`src/rtl/sine_pkg.sv`:
```
// -----------------------------------------------------------------------------
// sine_pkg
// Shared types and defaults for the sine analyzer block.
//   state_t          : analyzer FSM states (SEARCH, MEASURE)
//   *_DEF            : default sample width, midpoint, hysteresis, counter width
//   smp_max/smp_min  : extrema helpers, operate on a width wide enough for any
//                      supported sample width (callers size-cast in and out)
// -----------------------------------------------------------------------------
package sine_pkg;

    localparam int DATA_W_DEF = 8;
    localparam int MID_DEF    = 128;
    localparam int HYST_DEF   = 4;
    localparam int CNT_W_DEF  = 12;
    localparam int SMP_MAX_W  = 16;

    typedef enum logic {
        SEARCH  = 1'b0,
        MEASURE = 1'b1
    } state_t;

    function automatic logic [SMP_MAX_W-1:0] smp_max(input logic [SMP_MAX_W-1:0] a,
                                                     input logic [SMP_MAX_W-1:0] b);
        return (a > b) ? a : b;
    endfunction

    function automatic logic [SMP_MAX_W-1:0] smp_min(input logic [SMP_MAX_W-1:0] a,
                                                     input logic [SMP_MAX_W-1:0] b);
        return (a < b) ? a : b;
    endfunction

endpackage

```
`src/rtl/sine_xdet.sv`:
```
// -----------------------------------------------------------------------------
// sine_xdet
// Hysteresis crossing detector. A sample below MID-HYST arms the detector; the
// next accepted sample at or above MID while armed is a rising crossing, which
// disarms it. Samples in [MID-HYST, MID) leave the armed bit untouched.
// Ports:
//   clk, reset (async, active-low), data (sample valid), sine_in (sample)
//   clr   : disarm on this accepted sample regardless of its value
//   xing  : combinational crossing flag for the current sample
//   armed : registered armed bit
// -----------------------------------------------------------------------------
module sine_xdet
    import sine_pkg::*;
#(
    parameter int DATA_W = DATA_W_DEF,
    parameter int MID    = MID_DEF,
    parameter int HYST   = HYST_DEF
) (
    input  logic              clk,
    input  logic              reset,
    input  logic              data,
    input  logic              clr,
    input  logic [DATA_W-1:0] sine_in,
    output logic              xing,
    output logic              armed
);

    localparam logic [DATA_W-1:0] MID_V = DATA_W'(MID);
    localparam logic [DATA_W-1:0] ARM_V = DATA_W'(MID - HYST);

    logic r_armed;

    assign xing  = data & r_armed & (sine_in >= MID_V);
    assign armed = r_armed;

    always_ff @(posedge clk or negedge reset) begin
        if (!reset) begin
            r_armed <= 1'b0;
        end else if (data) begin
            if (clr || xing) begin
                r_armed <= 1'b0;
            end else if (sine_in < ARM_V) begin
                r_armed <= 1'b1;
            end
        end
    end

endmodule

```
`src/rtl/sine_analyzer.sv`:
```
// -----------------------------------------------------------------------------
// sine_analyzer
// Measures period (in accepted samples), peak, trough and peak-to-peak amplitude
// of an unsigned sample stream between consecutive rising midpoint crossings,
// and flags lock once LOCK_COUNT consecutive periods agree within TOL.
// Ports:
//   clk, reset (async, active-low)
//   data       : sample valid; all state holds while low
//   sine_in    : sample value
//   period_out : last measured period
//   peak_out   : max sample of last period
//   trough_out : min sample of last period
//   amp_out    : peak_out - trough_out
//   meas_stb   : one-cycle pulse when the four measurements update
//   locked     : periods stable
//   ovf        : one-cycle pulse when the period counter saturates
// States:
//   SEARCH  | waiting for the first crossing; no period in progress
//   MEASURE | counting samples and tracking extrema of the current period
// -----------------------------------------------------------------------------
module sine_analyzer
    import sine_pkg::*;
#(
    parameter int DATA_W     = DATA_W_DEF,
    parameter int MID        = MID_DEF,
    parameter int HYST       = HYST_DEF,
    parameter int CNT_W      = CNT_W_DEF,
    parameter int LOCK_COUNT = 2,
    parameter int TOL        = 1
) (
    input  logic              clk,
    input  logic              reset,
    input  logic              data,
    input  logic [DATA_W-1:0] sine_in,
    output logic [CNT_W-1:0]  period_out,
    output logic [DATA_W-1:0] peak_out,
    output logic [DATA_W-1:0] trough_out,
    output logic [DATA_W-1:0] amp_out,
    output logic              meas_stb,
    output logic              locked,
    output logic              ovf
);

    localparam int                 MW      = $clog2(LOCK_COUNT + 1);
    localparam int                 CW1     = CNT_W + 1;
    localparam logic [CNT_W-1:0]   CNT_MAX = '1;
    localparam logic [CNT_W-1:0]   CNT_ONE = CNT_W'(1);
    localparam logic [MW-1:0]      LOCK_V  = MW'(LOCK_COUNT);
    localparam logic signed [CNT_W:0] TOL_V = CW1'(TOL);

    state_t            r_state;
    logic [CNT_W-1:0]  r_cnt;
    logic [DATA_W-1:0] r_pk;
    logic [DATA_W-1:0] r_tr;
    logic [CNT_W-1:0]  r_prev;
    logic              r_have_prev;
    logic [MW-1:0]     r_match_cnt;
    logic [CNT_W-1:0]  r_period;
    logic [DATA_W-1:0] r_peak;
    logic [DATA_W-1:0] r_trough;
    logic [DATA_W-1:0] r_amp;
    logic              r_stb;
    logic              r_locked;
    logic              r_ovf;

    logic              w_xing;
    logic              w_armed;
    logic              w_cross;
    logic              w_ovf_hit;
    logic signed [CNT_W:0] w_diff;
    logic signed [CNT_W:0] w_abs;
    logic              w_match;
    logic [MW-1:0]     w_match_nxt;

    sine_xdet #(
        .DATA_W (DATA_W),
        .MID    (MID),
        .HYST   (HYST)
    ) u_xdet (
        .clk     (clk),
        .reset   (reset),
        .data    (data),
        .clr     (w_ovf_hit),
        .sine_in (sine_in),
        .xing    (w_xing),
        .armed   (w_armed)
    );

    assign w_cross   = w_xing & w_armed;
    assign w_ovf_hit = data & (r_state == MEASURE) & ~w_cross & (r_cnt == CNT_MAX);

    // Period difference is signed one bit wider than the counter so that
    // shorter-than-previous periods compare correctly.
    assign w_diff  = $signed({1'b0, r_cnt}) - $signed({1'b0, r_prev});
    assign w_abs   = (w_diff < 0) ? -w_diff : w_diff;
    assign w_match = r_have_prev & (w_abs <= TOL_V);

    always_comb begin
        w_match_nxt = '0;
        if (w_match) begin
            w_match_nxt = (r_match_cnt < LOCK_V) ? r_match_cnt + 1'b1 : r_match_cnt;
        end
    end

    always_ff @(posedge clk or negedge reset) begin
        if (!reset) begin
            r_state     <= SEARCH;
            r_cnt       <= '0;
            r_pk        <= '0;
            r_tr        <= '0;
            r_prev      <= '0;
            r_have_prev <= 1'b0;
            r_match_cnt <= '0;
            r_period    <= '0;
            r_peak      <= '0;
            r_trough    <= '0;
            r_amp       <= '0;
            r_stb       <= 1'b0;
            r_locked    <= 1'b0;
            r_ovf       <= 1'b0;
        end else begin
            r_stb <= 1'b0;
            r_ovf <= 1'b0;
            if (data) begin
                case (r_state)
                    SEARCH: begin
                        if (w_cross) begin
                            r_state <= MEASURE;
                            r_cnt   <= CNT_ONE;
                            r_pk    <= sine_in;
                            r_tr    <= sine_in;
                        end
                    end
                    MEASURE: begin
                        if (w_cross) begin
                            // Crossing sample opens the next period, so the
                            // reported extrema exclude it.
                            r_period    <= r_cnt;
                            r_peak      <= r_pk;
                            r_trough    <= r_tr;
                            r_amp       <= r_pk - r_tr;
                            r_stb       <= 1'b1;
                            r_match_cnt <= w_match_nxt;
                            r_locked    <= (w_match_nxt >= LOCK_V);
                            r_prev      <= r_cnt;
                            r_have_prev <= 1'b1;
                            r_cnt       <= CNT_ONE;
                            r_pk        <= sine_in;
                            r_tr        <= sine_in;
                        end else if (w_ovf_hit) begin
                            r_ovf       <= 1'b1;
                            r_locked    <= 1'b0;
                            r_match_cnt <= '0;
                            r_have_prev <= 1'b0;
                            r_state     <= SEARCH;
                            r_cnt       <= '0;
                        end else begin
                            r_cnt <= r_cnt + 1'b1;
                            r_pk  <= DATA_W'(smp_max(SMP_MAX_W'(r_pk), SMP_MAX_W'(sine_in)));
                            r_tr  <= DATA_W'(smp_min(SMP_MAX_W'(r_tr), SMP_MAX_W'(sine_in)));
                        end
                    end
                    default: r_state <= SEARCH;
                endcase
            end
        end
    end

    assign period_out = r_period;
    assign peak_out   = r_peak;
    assign trough_out = r_trough;
    assign amp_out    = r_amp;
    assign meas_stb   = r_stb;
    assign locked     = r_locked;
    assign ovf        = r_ovf;

endmodule

```
`config.mk`:
```
export PLATFORM = sky130hd
export DESIGN_NAME = sine_analyzer
export DESIGN_NICKNAME = d
export VERILOG_FILES = /design/src/rtl/sine_pkg.sv /design/src/rtl/sine_xdet.sv /design/src/rtl/sine_analyzer.sv
export SDC_FILE = /design/constraint.sdc
export NUM_CORES = 1
export LEC_CHECK = 0
export CORE_ASPECT_RATIO = 1.75
export CORE_MARGIN = 2
export CORE_UTILIZATION = 50
export CTS_CLUSTER_DIAMETER = 40
export DETAILED_ROUTE_END_ITERATION = 10
export GPL_TIMING_DRIVEN = 1
export PLACE_DENSITY = 0.72
export SYNTH_ARGS = -nofsm -noshare
export SYNTH_HDL_FRONTEND = slang
export SYNTH_SLANG_ARGS = --single-unit
```
`constraint.sdc`:
```
create_clock -name clk -period 8 [get_ports clk]
set_input_delay 1.6 -clock clk [delete_from_list [all_inputs] [get_ports clk]]
set_output_delay 1.6 -clock clk [all_outputs]
set_load 0.02 [all_outputs]
```
==> results.cfg <==
[placed_design]
dp_cells = 723
port_buffers = 49
hpwl_mm = 9.62
gp_congestion = 0.956

[hold_path]
hold_start = trough_out[7]
min_to = trough_out[7]
hold_path_class = reg2reg
worstHoldPathCells = 2

[setup_path]
worstReg2RegStart = r_cnt[0]
critPathRequiredTime_ns = 8.21
path_class = in2reg
start_kind = primary input
crit_path_top_delay_cell = a21oi_1
reg2reg_depth = 12
regToRegSetupSlack_ns = 4.33
cp_cell_sequence = clkdlybuf4s50_1 -> inv_1 -> ha_1 -> nor2b_1 -> o21a_1 -> o21a_1 -> o21a_1 -> o21bai_1 -> a22o_1 -> nand2_1 -> a21oi_1 -> mux2_2
path_depth = 12
crit_arrival_ns = 4.53
worstReg2RegEnd = r_match_cnt[0]
cpMostUsedCell = o21a_1
crit_path_end_kind = register
crit_fanout = 8
cpPeakStageDelay_ns = 0.65
critical_path_buf_inv_count = 2
critical_path.top_delay_family = compound AO/OA/AOI/OAI gates

[synthesis]
seq_area_frac_synth_pct = 36.6
syn_inst = 572
synth_commonest_cells = nand2_1, dfrtp_1, o21ai_0
synth_edf_count = 0
synth_ff_type = dfrtp_1
syn_nets = 622
yosys_register_bits = 72
ys_types = 70
ys_top_cells_by_area = dfrtp_1, ha_1, nand2_1, o21ai_0, nand3_1
avgSynthCellArea_um2 = 8.61
yosysWarnings = 0
synth_top_area_share_pct = 36.6
synth.largest_area_cell = dfrtp_1
async_flop_share_pct = 100
synth.most_common_cell = nand2_1
syn_area_um2 = 4930

[drt]
first_pass_iters = 4
num_vias = 4343
detail-route-antenna-nets = 0
drcViolationCount = 0
viasPerCell = 5.88
routed_wl_mm = 12.7
drt_iter0_markers = 208
wire_per_inst_um = 17.2

[timing]
setup_viol = 0
hold_viol_final = 0
fin_skew_ns = 0.00743
holdWs_ns = 0.473
rsz0062_at_grt = no
fin_tns_setup_ns = 0
fmax_mhz = 232
relSlewSlack_pct = 37.4
period_minus_slack_ns = 4.31
slew_violations = 0
worstMarginPinSlew_ns = 0.938
fin_crit_sh_pct = 53.9

[finish]
fin_cells = 739
antenna_cells = 0
area_delta_synth_final_pct = 17.2
drive_above_1_share_pct = 6.84
final_nets = 659

[pwr]
power.density_nw_per_um2 = 438
ir_drop_mv = 0.276
p_leak_nw = 2.65

[global_routing]
grt-ovfl-total = 0
grt.total_usage_pct = 25.3
grt_max_degree = 73
gr-usage-met1_pct = 26.2
grt_pass1_wl_mm = 21.1
grt_use_met3_pct = 3.33
grt_util_met2_pct = 46.7
grt_pass1_vias = 4385
grt_busiest_layer = met2
antenna_found_initial = 0

[outcome]
status = complete, no violations

[clock_tree]
clock_path_buffers = 2
cts.clk_slew.worst_paths_ns = 0.05
clock_sinks = 72
cts_tree = done
cts_buffers = 9
cts.repair.resized = 0
ctsHoldBuffers = 0
clk_latency_ns = 0.33
clock-root-buffer = clkbuf_16
htree_levels = 3
cts_setup_buffers = 0

[floorplanning]
rows = 48
die_x_um = 79.0
die_area_um2 = 10700
core_area_um2 = 9730
dieHeight_um = 135
start_util_pct = 50.6
ios = 50

[job]
maxCapViolCount = 0
[power breakdown]
| group | internal [mW] | switching (mW) | total (mW) |
|---|---|---|---|
| Sequential | 0.488 | 0.120 | 0.608 |
| Combinational | 0.663 | 0.854 | 1.52 |
| Clock | 0.257 | 0.147 | 0.404 |
| Total | 1.41 | 1.12 | 2.53 |
[state kept, by name, indices dropped and copies added, names as in the netlist]
register	cells
amp_out	8
locked	1
meas_stb	1
ovf	1
peak_out	8
period_out	12
r_cnt	12
r_have_prev	1
r_match_cnt	2
r_pk	8
r_state	1
r_tr	8
trough_out	8
u_xdet.armed	1
[per-layer routing]
metal	vias up	routed length, um
met2	85	7190
met4	0	626
met3	43	289
li1	2103	-
met1	2112	4600
met5	-	0
[through the flow]
step                total power [mW]  utilization, %  setup WS, ns  area [um^2]
finish                          2.53            59.4          3.69         5780
global route                    2.73            59.4          3.52         5780
CTS                             2.53            59.4          3.73         5780
detailed placement              2.12            56.3          3.39         5480
global placement                2.07            56.3          3.43         5480
floorplan                       1.69               -          4.18         4930
[worst min-delay path: stages, from the launching register on]
cell and delay, ns:
dfrtp_1 0.34, nand2_1 0.05, nand2_1 0.05
[area by class of cell]
class                      instances  area [um^2]
clock inverter                     3         40.0
fill                             931         3950
tap                              125          156
multi-input combinational        434         2860
sequential                        72         1800
inverter                          39          146
clock buffer                      13          260
timing repair buffer              53          515
[worst max-delay path by stage]
stage                     startpoint       to
after global routing      sine_in[1]  r_pk[5]
after detailed placement  sine_in[1]  r_pk[5]
after global placement    sine_in[1]  r_pk[0]
after floorplan           sine_in[1]  r_pk[0]
final                     sine_in[1]  r_pk[5]
after CTS                 sine_in[1]  r_pk[5]
[layout by cell type (no fill, tap or decap), drive strengths merged, types with 4 or more instances in the layout]
| cell | count |
|---|---|
| mux2 | 9 |
| xnor2 | 8 |
| ha | 37 |
| a21oi | 24 |
| or3 | 5 |
| xor2 | 12 |
| nand2b | 8 |
| a31oi | 12 |
| nor2b | 8 |
| a21o | 13 |
| buf | 5 |
| inv | 39 |
| clkbuf | 13 |
| o211ai | 12 |
| nor3 | 10 |
| nand2 | 90 |
| nor2 | 25 |
| nor4 | 4 |
| nand4 | 10 |
| dfrtp | 72 |
| and3 | 8 |
| o21ai | 48 |
| clkdlybuf4s50 | 48 |
| mux2i | 4 |
| and2 | 4 |
| nand3 | 33 |
| o21a | 5 |
[logic make-up (layout without fill, tap and decap cells)]
logic type / after synthesis / count (layout) / share of synthesized area (%)
DFF: 72 / 72 / 36.6
muxes: 13 / 13 / 2.87
adders and majority gates: 39 / 39 / 10.2
xor gates and xnor gates: 20 / 20 / 3.56
and+or+nand+nor: 218 / 218 / 21.8
buffers and inverters: 66 / 108 / 5.49
AOI/OAI and AO/OA: 144 / 144 / 19.6
No activity file was read; power rests on OpenSTA's default activity.
